--- config.mk ---
export PLATFORM = sky130hd
export DESIGN_NAME = cache_fill_ctrl
export DESIGN_NICKNAME = d
export VERILOG_FILES = /design/src/rtl/cache_fill_ctrl.sv
export SDC_FILE = /design/constraint.sdc
export NUM_CORES = 2
export LEC_CHECK = 0
export CAP_MARGIN = 40
export CORE_AREA = 5 5 472 474
export CTS_CLUSTER_DIAMETER = 40
export CTS_CLUSTER_SIZE = 25
export DETAILED_ROUTE_END_ITERATION = 7
export DIE_AREA = 0 0 477 479
export GPL_ROUTABILITY_DRIVEN = 1
export GPL_TIMING_DRIVEN = 0
export SLEW_MARGIN = 0
export SYNTH_ARGS = -nofsm -noshare
export SYNTH_HDL_FRONTEND = slang
export SYNTH_SLANG_ARGS = --single-unit
--- constraint.sdc ---
create_clock -name clk -period 3.9 [get_ports clk]
set_input_delay 0.39 -clock clk [delete_from_list [all_inputs] [get_ports clk]]
set_output_delay 0.39 -clock clk [all_outputs]
set_load 0.01 [all_outputs]
--- src/rtl/cache_fill_ctrl.sv ---
// cache_fill_ctrl: miss handler for a set-associative cache. Picks a victim way in the
// addressed set, writes it back word by word if dirty, fetches the missing line word
// by word (one read in flight) and writes line+tag into the array via a one-cycle fill strobe.
// Ports: miss request (i_miss_*/o_miss_ready), array lookup (o_lookup_index, o_victim_way,
// i_way_*, i_victim_*), memory request/response (o_mem_*, i_mem_*), fill port (o_fill_*, o_done).
module cache_fill_ctrl #(
  parameter int CACHE_LINES     = 256,
  parameter int LINE_SIZE_BYTES = 64,
  parameter int DATA_WIDTH      = 32,
  parameter int ADDRESS_WIDTH   = 32,
  parameter int WAYS            = 4,
  localparam int LINE_SIZE_BITS = LINE_SIZE_BYTES * 8,
  localparam int WORDS          = LINE_SIZE_BITS / DATA_WIDTH,
  localparam int OFFSET_WIDTH   = $clog2(LINE_SIZE_BYTES),
  localparam int INDEX_WIDTH    = $clog2(CACHE_LINES),
  localparam int TAG_BITS       = ADDRESS_WIDTH - INDEX_WIDTH - OFFSET_WIDTH,
  localparam int WAY_WIDTH      = $clog2(WAYS)
) (
  input  logic                      clk,
  input  logic                      rst,
  input  logic                      i_miss_valid,
  input  logic [ADDRESS_WIDTH-1:0]  i_miss_address,
  output logic                      o_miss_ready,
  output logic [INDEX_WIDTH-1:0]    o_lookup_index,
  output logic [WAY_WIDTH-1:0]      o_victim_way,
  input  logic [WAYS-1:0]           i_way_valid,
  input  logic [WAYS-1:0]           i_way_dirty,
  input  logic [WAYS-1:0]           i_way_lru,
  input  logic [TAG_BITS-1:0]       i_victim_tag,
  input  logic [LINE_SIZE_BITS-1:0] i_victim_line,
  output logic                      o_mem_req_valid,
  input  logic                      i_mem_req_ready,
  output logic                      o_mem_we,
  output logic [ADDRESS_WIDTH-1:0]  o_mem_address,
  output logic [DATA_WIDTH-1:0]     o_mem_wdata,
  input  logic                      i_mem_rvalid,
  input  logic [DATA_WIDTH-1:0]     i_mem_rdata,
  output logic                      o_fill_valid,
  output logic [INDEX_WIDTH-1:0]    o_fill_index,
  output logic [WAY_WIDTH-1:0]      o_fill_way,
  output logic [TAG_BITS-1:0]       o_fill_tag,
  output logic [LINE_SIZE_BITS-1:0] o_fill_line,
  output logic                      o_done
);

  localparam int WCW        = $clog2(WORDS);
  localparam int BYTE_SHIFT = $clog2(DATA_WIDTH / 8);

  typedef enum logic [2:0] {IDLE, SELECT, LOAD, WB_REQ, RD_REQ, RD_WAIT, FILL} state_t;

  state_t                    state, state_nxt;
  logic [TAG_BITS-1:0]       miss_tag;
  logic [INDEX_WIDTH-1:0]    index;
  logic [WAY_WIDTH-1:0]      victim_way;
  logic                      victim_dirty;
  logic [TAG_BITS-1:0]       victim_tag;
  logic [LINE_SIZE_BITS-1:0] victim_line;
  logic [LINE_SIZE_BITS-1:0] fill_line;
  logic [WCW-1:0]            word_cnt;
  logic                      last_word;
  logic [OFFSET_WIDTH-1:0]   word_off;
  logic [WAY_WIDTH-1:0]      sel_way;
  logic                      sel_found;

  // Lines are always transferred from word 0, so the byte offset of the miss is irrelevant.
  logic unused_offset;
  assign unused_offset = ^i_miss_address[OFFSET_WIDTH-1:0];

  assign last_word = (word_cnt == WCW'(WORDS - 1));
  assign word_off  = OFFSET_WIDTH'(word_cnt) << BYTE_SHIFT;

  // Victim priority: first invalid way, then first way with lru=0, else way 0.
  always_comb begin
    sel_way   = '0;
    sel_found = 1'b0;
    for (int w = 0; w < WAYS; w++) begin
      if (!sel_found && !i_way_valid[w]) begin
        sel_way   = WAY_WIDTH'(w);
        sel_found = 1'b1;
      end
    end
    for (int w = 0; w < WAYS; w++) begin
      if (!sel_found && !i_way_lru[w]) begin
        sel_way   = WAY_WIDTH'(w);
        sel_found = 1'b1;
      end
    end
  end

  // State register
  always_ff @(posedge clk) begin
    if (rst) state <= IDLE;
    else     state <= state_nxt;
  end

  // Next-state logic
  always_comb begin
    state_nxt = state;
    case (state)
      IDLE:    if (i_miss_valid) state_nxt = SELECT;
      SELECT:  state_nxt = LOAD;
      LOAD:    state_nxt = victim_dirty ? WB_REQ : RD_REQ;
      WB_REQ:  if (i_mem_req_ready && last_word) state_nxt = RD_REQ;
      RD_REQ:  if (i_mem_req_ready) state_nxt = RD_WAIT;
      RD_WAIT: if (i_mem_rvalid) state_nxt = last_word ? FILL : RD_REQ;
      FILL:    state_nxt = IDLE;
      default: state_nxt = IDLE;
    endcase
  end

  // Outputs decoded from registered state only; nothing from i_mem_* reaches o_mem_*.
  always_comb begin
    o_miss_ready    = 1'b0;
    o_mem_req_valid = 1'b0;
    o_mem_we        = 1'b0;
    o_mem_address   = '0;
    o_mem_wdata     = '0;
    o_fill_valid    = 1'b0;
    o_done          = 1'b0;
    case (state)
      IDLE: o_miss_ready = 1'b1;
      WB_REQ: begin
        o_mem_req_valid = 1'b1;
        o_mem_we        = 1'b1;
        o_mem_address   = {victim_tag, index, word_off};
        o_mem_wdata     = victim_line[word_cnt*DATA_WIDTH +: DATA_WIDTH];
      end
      RD_REQ: begin
        o_mem_req_valid = 1'b1;
        o_mem_address   = {miss_tag, index, word_off};
      end
      FILL: begin
        o_fill_valid = 1'b1;
        o_done       = 1'b1;
      end
      default: ;
    endcase
  end

  assign o_lookup_index = index;
  assign o_victim_way   = victim_way;
  assign o_fill_index   = index;
  assign o_fill_way     = victim_way;
  assign o_fill_tag     = miss_tag;
  assign o_fill_line    = fill_line;

  // Datapath registers
  always_ff @(posedge clk) begin
    if (rst) begin
      miss_tag     <= '0;
      index        <= '0;
      victim_way   <= '0;
      victim_dirty <= 1'b0;
      victim_tag   <= '0;
      victim_line  <= '0;
      fill_line    <= '0;
      word_cnt     <= '0;
    end else begin
      case (state)
        IDLE: if (i_miss_valid) begin
          miss_tag <= i_miss_address[ADDRESS_WIDTH-1 -: TAG_BITS];
          index    <= i_miss_address[OFFSET_WIDTH +: INDEX_WIDTH];
        end
        SELECT: begin
          victim_way   <= sel_way;
          victim_dirty <= i_way_valid[sel_way] & i_way_dirty[sel_way];
        end
        LOAD: begin
          victim_tag  <= i_victim_tag;
          victim_line <= i_victim_line;
          word_cnt    <= '0;
        end
        WB_REQ: if (i_mem_req_ready) begin
          word_cnt <= last_word ? '0 : word_cnt + WCW'(1);
        end
        RD_WAIT: if (i_mem_rvalid) begin
          fill_line[word_cnt*DATA_WIDTH +: DATA_WIDTH] <= i_mem_rdata;
          word_cnt <= last_word ? '0 : word_cnt + WCW'(1);
        end
        default: ;
      endcase
    end
  end

endmodule

Word-level counts from Yosys, hierarchy flattened
Cells that the tools add are included.
{"block": "op_classes", "shifts": 3, "eq_ne": 12, "mux": 36, "add_sub_neg": 2, "bitwise_logic": 1, "order_cmp": 1, "reduce_logical": 28}
{"cell": "bitwise mux 512 bit", "n": 1}
{"cell": "variable shift 32 x 34 -> 512 bit, first input constant", "n": 1}
{"cell": "indexed part select 32 x 34 -> 512 bit", "n": 1}
{"cell": "indexed part select 512 x 10 -> 32 bit", "n": 1}
{"cell": "case mux 32 bit (2 select lines)", "n": 1}
{"cell": "negator 9 -> 34 bit", "n": 1}
{"cell": "2-to-1 mux 32 bit", "n": 1}
{"cell": "case mux 3 bit (6 select lines)", "n": 1}
{"cell": "2-to-1 mux 3 bit", "n": 5}
{"cell": "2-to-1 mux 1 bit", "n": 14}
{"cell": "2-to-1 mux 2 bit", "n": 7}
{"cell": "logical NOT 1 bit", "n": 13}
{"cell": "2-to-1 mux 4 bit", "n": 3}
{"cell": "case mux 4 bit (3 select lines)", "n": 1}
{"cell": "inequality test 2 bit, second input constant", "n": 5}
{"cell": "equality test 3 bit, second input constant", "n": 3}
{"cell": "logical AND 1 bit", "n": 8}
{"cell": "equality test 3 x 2 -> 1 bit, second input constant", "n": 2}
{"cell": "adder 4 x 1 -> 4 bit, second input constant", "n": 1}
{"cell": "binary-select mux 1 bit (select 2 bit)", "n": 2}
{"cell": "equality test 4 bit, second input constant", "n": 1}
{"cell": "AND reduction 2 bit", "n": 2}
{"cell": "AND reduction 4 bit", "n": 1}
{"cell": "equality test 3 x 1 -> 1 bit, second input constant", "n": 1}
{"cell": "6 further kinds", "n": 6}
{"block": "word_totals", "output_inout_bits": 619, "word_cells": 92, "ff_bits": 1078, "input_bits": 611}

Logic depth before layout (Yosys ltp)
{"block": "depth", "word_depth": 24, "depth_mapped": 13, "depth_no_buf": 7}

Least setup slack after synthesis
No wires, ideal clock.
{"block": "synth_path", "kind": "register -> register", "from": "reg word_cnt[1]", "to": "reg fill_line[274], in the netlist o_fill_line[274]", "setup_slack_ns": 0.842, "required_ns": 3.828, "period_less_slack_ns": 3.058, "arrival_ns": 2.986, "setup_ns": 0.072, "path_stages_with_launch": 13, "n_path_buf": 6, "path_cell_list": "dfxtp_1 > clkbuf_1 > clkbuf_1 > buf_1 > nor3_1 > ha_1 > clkbuf_1 > inv_1 > a211oi_2 > nor4b_2 > buf_4 > buf_6 > mux2i_1"}
{"block": "synth_between", "elab_chain_cells": 3, "word_cells_on_any_way": 4, "classes_between": "add/sub: 1; shift: 2; mux: 1"}
{"item": "start: declaration", "line_no": "59", "text": "logic [WCW-1:0] word_cnt;"}
{"item": "start signal: assignment", "line_no": "174", "text": "word_cnt <= last_word ? '0 : word_cnt + WCW'(1);"}
{"item": "start signal: assignment", "line_no": "178", "text": "word_cnt <= last_word ? '0 : word_cnt + WCW'(1);"}
{"item": "negator 9 -> 34 bit *", "line_no": "177", "text": "fill_line[word_cnt*DATA_WIDTH +: DATA_WIDTH] <= i_mem_rdata;"}
{"item": "indexed part select 32 x 34 -> 512 bit or variable shift 32 x 34 -> 512 bit (tied branches)", "line_no": "177"}
{"item": "bitwise mux 512 bit *", "line_no": "177"}
{"item": "end signal: indexed assignment", "line_no": "177"}
{"item": "end: declaration", "line_no": "58", "text": "logic [LINE_SIZE_BITS-1:0] fill_line;"}
Every way passes the cells marked *; elsewhere a longest branch is shown, timed or not.
A chain may end at the register's enable or synchronous reset.

Worst setup path after layout
{"block": "layout_path", "from": "reg word_cnt[0]", "to": "out o_mem_wdata[28]"}
{"block": "layout_between", "elab_chain_cells": 2}
{"item": "indexed part select 512 x 10 -> 32 bit", "line_no": "126", "text": "o_mem_wdata = victim_line[word_cnt*DATA_WIDTH +: DATA_WIDTH];"}
{"item": "2-to-1 mux 32 bit", "line_no": "120", "text": "case (state)"}
{"item": "end: declaration", "line_no": "35", "text": "output logic [DATA_WIDTH-1:0] o_mem_wdata,"}
No other way between the ends.

==> impl_results.md <==
* Sequential cell area fraction in the yosys report at 49.90%
* Mean cell area of the mapped netlist at about 8.5 µm²
* Crit path capture type: output pin
* Filler cell count at 22970
* Startpoint Class: register
* Reg clk slew, reported paths at 0.06 ns
* Pins over their slew limit at 0
* Proportion of layout cells with a drive suffix above 1 at 11.27%
* WL final at 274400 µm
* Flop2flop setup slack at 0.24 ns
* Worst hold path cell count at 3
* CP Cell Sequence: buf_12 -> buf_16 -> buf_12 -> buf_16 -> buf_12 -> mux4_2 -> mux4_2 -> and2_1 -> buf_2
* Largest net degree at the start of global routing at 17
* Critical path data required time at 3.51 ns
* Pleak at 23.23 nW
* CTS root buf: clkbuf_16
* Worst R2R End: o_fill_line[173]$_SDFFE_PP0P_
* Post-DR wirelength/cell at 28.56 µm
* Clock Skew at slightly below 0.06 ns
* Max_slew headroom at 37.65%
* CP max FO at 6
* Mapped Cells at a little over 5000
* Worst-case vdd ir drop at approximately 0.34 mV
* Hold Slack at 0.1072 ns
* Initial core utilization at 19.80%
* Initial antenna violation count at 63
* Worst stage delay on the critical path at between 0.5 and 0.6 ns
* Row Count at roughly 170
* Multi-input gate area at between 15000 and 20000 µm²
* Total number of vias at 44520
* Hold Violations, Final at 0
* Yosys reg bits at 1078
* Slowest stage cell, crit path: mux4_2
* Async SR Flop Fraction at 0%
* Reg2Reg Launch Point: word_cnt[2]$_SDFFE_PP0P_
* DP HPWL at 227000 µm
* RSZ-0062 raised after global routing: true
* Iteration-0 DRC Markers at 3306
* Pwr Density at 483.9 nW/µm²
* Fmax at between 200 and 300 MHz
* Worst skew pair latency at 0.84 ns
* Clock Sinks at 1078
* Final net count at 7156
* RD Place Congestion at 0.9673
* Synth Flop Type: dfxtp_1
* Via density per instance at 4.635
* IO buf count at 1194
* Hold EP: victim_line[431]$_SDFFE_PP0N_
* Run status: finished clean
* Setup TNS at 0 ns
* Die W at around 480 µm
* Die Span Y at between 400 and 500 µm
* Most common cell after layout, fill and taps aside: nand2_1
* Crit path DAT at about 3.3 ns
* Layout area overhead at 54.63%
* CTS buffer count at approximately 180
* DRC errors left at 0
* Netlist cell types at 55
* Commonest cells after routing, fill and taps aside: 1387 x nand2_1, 1159 x clkdlybuf4s50_1, 1076 x dfxtp_1
* GRT Overall Usage at 22.90%
* Pre-antenna DRT Iters at 5
* Fin crit share at 95.70%
* Final core utilization at a little under a third
* FF-to-FF path depth at 13
* Most common cell on crit path: buf_12
* WS Path Type: reg2out
* Hold Crit Class: in2reg
* Global Route met2 Usage at a little over two fifths
* First-pass GRT wire length at 366000 µm
* Max-Cap Viols at 0
* Number of enable flip-flop cells after synthesis at 0
* Most Crowded Layer GR: met2
* Die ar. at 228500 µm²
* Met3 usage at under 10%
* Htree depth at 4
* CTS tree: built
* Grt met1 use at 23.61%
* # setup viols final at 0
* Number of synthesis warnings at 0
* Hold path start: i_victim_line[431]
* Core area at 218400 µm²
* Clock buffer depth at 3
* GRT overflow at 0
* Vias in the first global route at ~44000
* Power Total at 32.36 mW
* Slew @ Worst Pin at 0.9353 ns
* Synthesized area at 43250 µm²
* Post-DRT Antenna Nets at 0
* Io pins at around 1200
* Fin crit period at between 3 and 4 ns
* Reg area at roughly 22000 µm²
[cell families (layout without fill, tap and decap cells)]
group / count (synthesis) / in the layout / share of synthesized area (%)
muxes: 320 / 320 / 12.03
other: 1 / 45 / 0.008671
buffers and inverters: 477 / 2083 / 4.519
xor gates and xnor gates: 5 / 5 / 0.1013
adders and majority gates: 5 / 5 / 0.1447
AOI/OAI and AO/OA: 956 / 956 / 11.38
DFF: 1078 / 1078 / 49.90
and+or+nand+nor: 2243 / 2243 / 21.92
[power by group]
| part | internal, mW | switching (mW) | total [mW] | leakage, nW |
|---|---|---|---|---|
| logic | 1.53 | 2.25 | 3.77 | 11.4 |
| registers | 11.4 | 0.261 | 11.7 | 8.70 |
| clock network | 10.5 | 6.44 | 16.9 | 3.12 |
| total | 23.4 | 8.95 | 32.4 | 23.2 |
[final cells by class]
type,count,share of cell area [%]
antenna,43,0.1609
timing repair buffer,1281,19.58
sequential,1078,32.28
clock buffer,212,7.199
clock inverter,119,2.468
inverter,10,0.05613
tap,2871,5.371
multi-input combinational,3531,29.63
buffer,461,3.257
[cell usage after synthesis, drive strengths merged, types with 2 or more instances]
| cell type | count | area, µm² |
|---|---|---|
| nand3 | 228 | 1141 |
| xnor2 | 3 | 26.28 |
| nand2b | 155 | 969.7 |
| and3b | 2 | 17.52 |
| a31oi | 3 | 25.02 |
| xor2 | 2 | 17.52 |
| or3 | 2 | 12.51 |
| and2 | 75 | 469.2 |
| a211oi | 2 | 25.02 |
| nand2 | 1387 | 5206 |
| ha | 5 | 62.56 |
| mux2i | 160 | 1602 |
| clkbuf | 375 | 1408 |
| dfxtp | 1078 | 21580 |
| nand3b | 3 | 22.52 |
| o21ai | 71 | 355.3 |
| a22o | 18 | 157.7 |
| buf | 92 | 509.2 |
| mux4 | 160 | 3603 |
| a21oi | 851 | 4259 |
| nor3 | 10 | 55.05 |
| nor2 | 348 | 1306 |
| nor2b | 13 | 81.33 |
| inv | 10 | 37.53 |
| nand4bb | 2 | 22.52 |
| nand4 | 8 | 50.05 |
| nor4b | 3 | 47.54 |
[worst max-delay path, delay by kind of cell, from the launching register on]
kind	cells	cell delay (ns)
flops	1	0.37
mux	2	1.05
buf+inv	6	0.91
simple gates	1	0.17
[metal layers]
layer	wire length, µm	up-vias
met5	187	-
met2	141800	2256
met4	17240	28
li1	-	20030
met1	95650	21640
met3	19550	564
[flip-flops by register name, indices dropped and copies added, names as in the netlist]
signal        count
word_cnt          4
o_fill_line     512
o_fill_way        2
victim_line     512
o_fill_index      8
victim_dirty      1
victim_tag       18
o_fill_tag       18
state             3
[how the worst max path moves through the flow]
stage                              from                             to  cells after the start
2_1_floorplan  word_cnt[1]$_SDFFE_PP0P_  o_fill_line[274]$_SDFFE_PP0P_                     12
3_3_place_gp   word_cnt[1]$_SDFFE_PP0P_  o_fill_line[234]$_SDFFE_PP0P_                     13
3_5_place_dp   word_cnt[2]$_SDFFE_PP0P_  o_fill_line[235]$_SDFFE_PP0P_                     14
4_1_cts        word_cnt[0]$_SDFFE_PP0P_                 o_mem_wdata[2]                      9
5_1_grt        word_cnt[0]$_SDFFE_PP0P_                o_mem_wdata[31]                      9
6_report       word_cnt[0]$_SDFFE_PP0P_                o_mem_wdata[28]                      9
[timing repair]
action | CTS | global route
setup endpoints to repair | 535 | 44
buffers inserted | 25 | 3
pin swaps | 3 | 0
hold buffers | 1 | 0
gates cloned | 5 | 0
gates resized for setup | 301 | 5
hold endpoints to repair | 3 | 0
[per-stage QoR]
step / instances / area [µm²] / setup slack, ns
after global placement: 9151 / 58800 / -2.177
after floorplan: 5086 / 43250 / 0.8424
after CTS: 9563 / 66770 / -0.08311
after global routing: 9580 / 66810 / -0.02369
after detailed placement: 9206 / 59550 / -0.9206
final: 9606 / 66880 / 0.1678
No activity file was read; power rests on OpenSTA's default activity.
